**src/rtl/switcher_pkg.sv**
```systemverilog
// Shared types and constants for the switcher configuration controller.
package switcher_pkg;

   typedef enum logic [2:0] {IDLE, RST, DUMMY, SHIFT, DONE} state_t;

   localparam int SW_NBITS     = 8;
   localparam int SW_PRE_EDGES = 2;

endpackage

```
**src/rtl/rr_arb2.sv**
```systemverilog
// Two-requester round-robin arbiter; the pointer moves only when a grant is taken.
module rr_arb2
   import switcher_pkg::*;
(
   input  logic       clk,
   input  logic       reset,
   input  logic [1:0] req,
   input  logic       accept,
   output logic [1:0] gnt
);

   logic last;

   always_comb begin
      gnt = req;
      if (req == 2'b11) gnt = last ? 2'b01 : 2'b10;
   end

   // last starts at 1 so requester 0 wins the first contention after reset
   always_ff @(posedge clk) begin
      if (reset)       last <= 1'b1;
      else if (accept) last <= gnt[1];
   end

endmodule

```
**src/rtl/switcher_cfg_ctrl.sv**
```systemverilog
// Arbitrates two route-word requesters and serialises the granted word onto the
// switcher's reset/clock/data port: reset edge, dummy edge, then NBITS data edges LSB first.
module switcher_cfg_ctrl
   import switcher_pkg::*;
#(
   parameter int CLK_DIV = 2,
   parameter int NBITS   = SW_NBITS
) (
   input  logic             clk,
   input  logic             reset,
   input  logic             req0_valid,
   input  logic [NBITS-1:0] req0_data,
   output logic             req0_ready,
   input  logic             req1_valid,
   input  logic [NBITS-1:0] req1_data,
   output logic             req1_ready,
   output logic             sw_reset,
   output logic             sw_clk,
   output logic             sw_sda,
   output logic             busy,
   output logic             done,
   output logic             done_id,
   output logic [NBITS-1:0] cfg_shadow,
   output logic             cfg_valid
);

   localparam int HC_W = $clog2(CLK_DIV) + 1;
   localparam int BC_W = $clog2(NBITS + 1);
   localparam logic [HC_W-1:0] HC_LAST = HC_W'(CLK_DIV - 1);
   localparam logic [BC_W-1:0] BC_LAST = BC_W'(NBITS - 1);

   state_t           state, state_nxt;
   logic [HC_W-1:0]  hcnt, hcnt_nxt;
   logic [BC_W-1:0]  bcnt, bcnt_nxt;
   logic [NBITS-1:0] word, shreg, shreg_nxt;
   logic             gid;
   logic [1:0]       gnt;
   logic             accept, half_end, period_end, last_bit;
   logic             sw_reset_nxt, sw_clk_nxt, sw_sda_nxt;
   logic             busy_nxt, done_nxt, done_id_nxt, cfg_valid_nxt;
   logic [NBITS-1:0] cfg_shadow_nxt;

   rr_arb2 u_arb (
      .clk    (clk),
      .reset  (reset),
      .req    ({req1_valid, req0_valid}),
      .accept (accept),
      .gnt    (gnt)
   );

   // ready is gated by reset so a word cannot appear accepted during a reset cycle
   assign req0_ready = (state == IDLE) && !reset && gnt[0];
   assign req1_ready = (state == IDLE) && !reset && gnt[1];
   assign accept     = req0_ready || req1_ready;

   assign half_end   = (hcnt == HC_LAST);
   assign period_end = sw_clk && half_end;
   assign last_bit   = (bcnt == BC_LAST);

   always_ff @(posedge clk) begin
      if (reset) state <= IDLE;
      else       state <= state_nxt;
   end

   always_comb begin
      state_nxt = state;
      case (state)
         IDLE:    if (accept) state_nxt = RST;
         RST:     if (period_end) state_nxt = DUMMY;
         DUMMY:   if (period_end) state_nxt = SHIFT;
         SHIFT:   if (period_end && last_bit) state_nxt = DONE;
         DONE:    state_nxt = IDLE;
         default: state_nxt = IDLE;
      endcase
   end

   // Line values for the next period are set on the edge that ends the previous high phase.
   always_comb begin
      hcnt_nxt       = '0;
      bcnt_nxt       = bcnt;
      shreg_nxt      = shreg;
      sw_reset_nxt   = sw_reset;
      sw_clk_nxt     = sw_clk;
      sw_sda_nxt     = sw_sda;
      busy_nxt       = busy;
      done_nxt       = 1'b0;
      done_id_nxt    = done_id;
      cfg_shadow_nxt = cfg_shadow;
      cfg_valid_nxt  = cfg_valid;
      case (state)
         IDLE: begin
            sw_reset_nxt = accept;
            sw_clk_nxt   = 1'b0;
            sw_sda_nxt   = 1'b0;
            busy_nxt     = accept;
         end
         RST, DUMMY, SHIFT: begin
            hcnt_nxt = half_end ? '0 : hcnt + 1'b1;
            if (half_end) sw_clk_nxt = !sw_clk;
            if (period_end) begin
               sw_reset_nxt = 1'b0;
               if (state == RST) begin
                  sw_sda_nxt = 1'b0;
               end else if (state == DUMMY) begin
                  sw_sda_nxt = word[0];
                  shreg_nxt  = word >> 1;
                  bcnt_nxt   = '0;
               end else if (!last_bit) begin
                  sw_sda_nxt = shreg[0];
                  shreg_nxt  = shreg >> 1;
                  bcnt_nxt   = bcnt + 1'b1;
               end else begin
                  sw_sda_nxt     = 1'b0;
                  done_nxt       = 1'b1;
                  done_id_nxt    = gid;
                  cfg_shadow_nxt = word;
                  cfg_valid_nxt  = 1'b1;
               end
            end
         end
         DONE:    busy_nxt = 1'b0;
         default: ;
      endcase
   end

   always_ff @(posedge clk) begin
      if (accept) begin
         word <= gnt[1] ? req1_data : req0_data;
         gid  <= gnt[1];
      end
      shreg <= shreg_nxt;
   end

   always_ff @(posedge clk) begin
      if (reset) begin
         hcnt       <= '0;
         bcnt       <= '0;
         sw_reset   <= 1'b1;
         sw_clk     <= 1'b0;
         sw_sda     <= 1'b0;
         busy       <= 1'b0;
         done       <= 1'b0;
         done_id    <= 1'b0;
         cfg_shadow <= '0;
         cfg_valid  <= 1'b0;
      end else begin
         hcnt       <= hcnt_nxt;
         bcnt       <= bcnt_nxt;
         sw_reset   <= sw_reset_nxt;
         sw_clk     <= sw_clk_nxt;
         sw_sda     <= sw_sda_nxt;
         busy       <= busy_nxt;
         done       <= done_nxt;
         done_id    <= done_id_nxt;
         cfg_shadow <= cfg_shadow_nxt;
         cfg_valid  <= cfg_valid_nxt;
      end
   end

endmodule
```
**config.mk**
```make
export PLATFORM = sky130hd
export DESIGN_NAME = switcher_cfg_ctrl
export DESIGN_NICKNAME = d
export VERILOG_FILES = /design/src/rtl/switcher_pkg.sv /design/src/rtl/rr_arb2.sv /design/src/rtl/switcher_cfg_ctrl.sv
export SDC_FILE = /design/constraint.sdc
export NUM_CORES = 1
export LEC_CHECK = 0
export CAP_MARGIN = 30
export CORE_ASPECT_RATIO = 2
export CORE_MARGIN = 2
export CORE_UTILIZATION = 55
export DETAILED_ROUTE_END_ITERATION = 6
export DONT_BUFFER_PORTS = 1
export PLACE_DENSITY = 0.84
export SYNTH_ARGS = -nofsm -noshare
export SYNTH_HDL_FRONTEND = slang
export SYNTH_HIERARCHICAL = 1
export SYNTH_SLANG_ARGS = --single-unit
```
**constraint.sdc**
```tcl
create_clock -name clk -period 2.55 [get_ports clk]
set_clock_uncertainty 0.2 [all_clocks]
set_input_delay 0.51 -clock clk [delete_from_list [all_inputs] [get_ports clk]]
set_output_delay 0.51 -clock clk [all_outputs]
set_load 0.05 [all_outputs]
```
==> run metrics <==
Tot GR Track Use between 10% and 20%; Worst EP arrival 1.61 ns; simple-gate share of the synthesized area roughly 16%; post-synthesis cell type count 40; routability congestion estimate slightly above 0.8; die extent in x roughly 45 um; sw frac 30.66%; post-cts sizing count 0; post-synthesis mux area share slightly above 9%; Fill cells roughly 240; HP Class input pin to flip-flop; Hold-fix buffers, CTS 0; first-pass GRT wire length around 5.4 mm; core area 3157 um^2; Synthesized Nets between 150 and 200; postcts setup bufs 0; latest clock arrival within the worst-skew pair around 0.30 ns; crit path capture type primary output; Detailed Route WL between 3 and 4 mm; clock buffer count from CTS 5; post-synthesis xor/xnor area fraction 0%; yosys warns 6; status complete, no violations; Remaining DRCs 0; Via density 6.391; worst slew pin tran 0.5701 ns; Initial Util 57.23%; Reg power frac between 50% and 60%; Slew Limit Fails 0; leading post-synthesis cells by cell area dfxtp_1, edfxtp_1, mux2_2, a21oi_1, clkbuf_8; Final Hold Vio Count 0; P per Cell Area 897.4 nW/um^2; max incr delay on CP between 0.5 and 0.6 ns; largest net degree at the start of global routing 22; slowest CP cell and3_1; count of final setup violators 0; initial antenna violation count 0; CP startpoint kind flip-flop; Setup TNS Final 0 ns; IO buf count 0; Synth area leader dfxtp_1; Req. time, crit path roughly 1.8 ns; Max FO, Critical Path 14; Static Leak 0.0006909 uW; PnR Total Power roughly 1700 uW; via count roughly 1200; Slew HR about three fifths; #FFs+latches synth approximately 40; clk sinks roughly 40; root buffer cell clkbuf_8; Period minus WS final between 2 and 2.5 ns; H-tree depth 2; RSZ-0062 raised after global routing no; Congestion Overflow GR 0; highest-count cells in the layout ignoring fill and taps dfxtp_1, edfxtp_1, mux2_2, a21oi_1, nand3_1; Yosys top cell area share 27.70%; Max Cap Viol 0; Clock power frac 30.7%; num rows 29; area grow syn2layout 6.233%; fmax 431.1 MHz; Synth Cell Area around 1800 um^2; Seq/Total Area, Yosys ~54%; Bufs on Longest Clock Path 2; io pins 37; main combinational cell family by area after synthesis simple AND/OR/NAND/NOR gates; DRT Pass-1 Iters 4; fin nets approximately 180; initial DRC count 19; compound-cell area share of the yosys netlist a little over an eighth; dpl hpwl around 2.4 mm; vias in the first global route roughly 1200; Reg clk slew, reported paths 0.08 ns; Psw between 500 and 600 uW; Final ANT Viol Nets 0; logic gate share of total power 18.9%; diode count 0; synthesized area per cell 11.36 um^2; share of cells above drive strength 1 19.88%; Crit Path Class flip-flop to primary output; Post-Synth Adder-Cell Area between 1 and 1.5%; commonest non-fill, non-tap cell in the layout dfxtp_1; P_int 1194 uW; VDD IR max 0.7871 mV; CTS tree done; Mapped Cells 159; Die Ht 85.06 um; Final Cycle Share between 90% and 100%; full die area about 3800 um^2; drt wl/cell between 15 and 20 um; cells along the critical path nor2_1, and3_1
## registers in the layout, indices dropped and copies added, names as in the netlist
name	cells
bcnt	4
busy	1
cfg_shadow	8
cfg_valid	1
done	1
done_id	1
gid	1
hcnt	2
shreg	7
state	3
sw_clk	1
sw_reset	1
sw_sda	1
u_arb/last	1
word	8
## area by class of cell
cell class	instances	area [um^2]	share of cell area [%]
clock inverter	3	46.29	2.412
sequential	41	980.9	51.11
inverter	4	15.01	0.7823
timing repair buffer	4	42.54	2.216
multi-input combinational	104	726.9	37.87
clock buffer	5	68.82	3.585
tap	31	38.79	2.021
## power by group through the flow
stage	Clock [uW]	Combinational (uW)	Sequential, uW
6_report	528	326	868
4_1_cts	535	327	868
3_3_place_gp	0	315	879
5_1_grt	561	355	881
3_5_place_dp	0	326	882
2_1_floorplan	0	317	855
## path summary, 6_finish.rpt
check | from | to | slack, ns | depth (start not counted)
min | reset | cfg_shadow[7] | 0.07 | 1
max | state[0] | req0_ready | 0.23 | 2
min reg2reg | hcnt[0] | hcnt[0] | 0.23 | 1
max reg2reg | hcnt[0] | shreg[4] | 0.53 | 3
## metrics by stage
stage / hold WS (ns) / setup slack, ns / instance area, um^2 / std cells / utilization, %
floorplan: 0.2055 / 0.1824 / 1812 / 159 / -
finish: 0.06862 / 0.2302 / 1919 / 192 / 60.80
global placement: 0.2121 / 0.5296 / 1804 / 184 / 57.15
global route: 0.05700 / 0.1251 / 1919 / 192 / 60.80
CTS: 0.06421 / 0.2367 / 1919 / 192 / 60.80
detailed placement: 0.2303 / 0.5150 / 1804 / 184 / 57.15
## critical path: cells and delay by family (launching register included)
family | cells | cell delay [ns]
AND/OR/NAND/NOR | 2 | 0.85
flip-flops | 1 | 0.46
## kinds of logic after synthesis
kind of cell,Yosys count
DFF,41
muxes,15
buffers and inverters,14
AOI/OAI and AO/OA,40
adders and majority gates,2
and+or+nand+nor,47
## metal layers
metal	vias up	share of wire, %	global-route usage [%]
met5	-	0	0
met4	0	2.1	9.091
met3	6	7.5	7.447
met2	47	54	33.60
met1	578	36	19.72
li1	596	-	-
## Yosys cell counts
| cell | count |
|---|---|
| and2_0 | 1 |
| and3_1 | 2 |
| clkbuf_1 | 3 |
| or2_2 | 2 |
| o21ai_1 | 1 |
| a21oi_1 | 14 |
| nor3_1 | 6 |
| o21a_1 | 2 |
| nand2_1 | 3 |
| a31oi_1 | 3 |
| ha_1 | 2 |
| nand4b_1 | 2 |
| and4b_2 | 1 |
| a32o_1 | 1 |
| nor2b_1 | 1 |
| dfxtp_1 | 25 |
| clkbuf_8 | 5 |
| nand3_1 | 13 |
| a21boi_1 | 1 |
| nand2b_1 | 1 |
| a211o_1 | 2 |
| buf_2 | 1 |
| a21boi_0 | 1 |
| o21ai_0 | 12 |
| mux2i_1 | 1 |
| nor2_1 | 6 |
| o2bb2ai_1 | 1 |
| nand4b_4 | 1 |
| and2_1 | 1 |
| mux2_2 | 14 |
| or4b_1 | 1 |
| nor4_1 | 2 |
| inv_1 | 4 |
| or4_1 | 2 |
| nor3b_2 | 1 |
| o211a_1 | 1 |
| buf_1 | 1 |
| and4b_1 | 1 |
| edfxtp_1 | 16 |
| o211ai_1 | 1 |
Power figures use the tool's default switching activity.
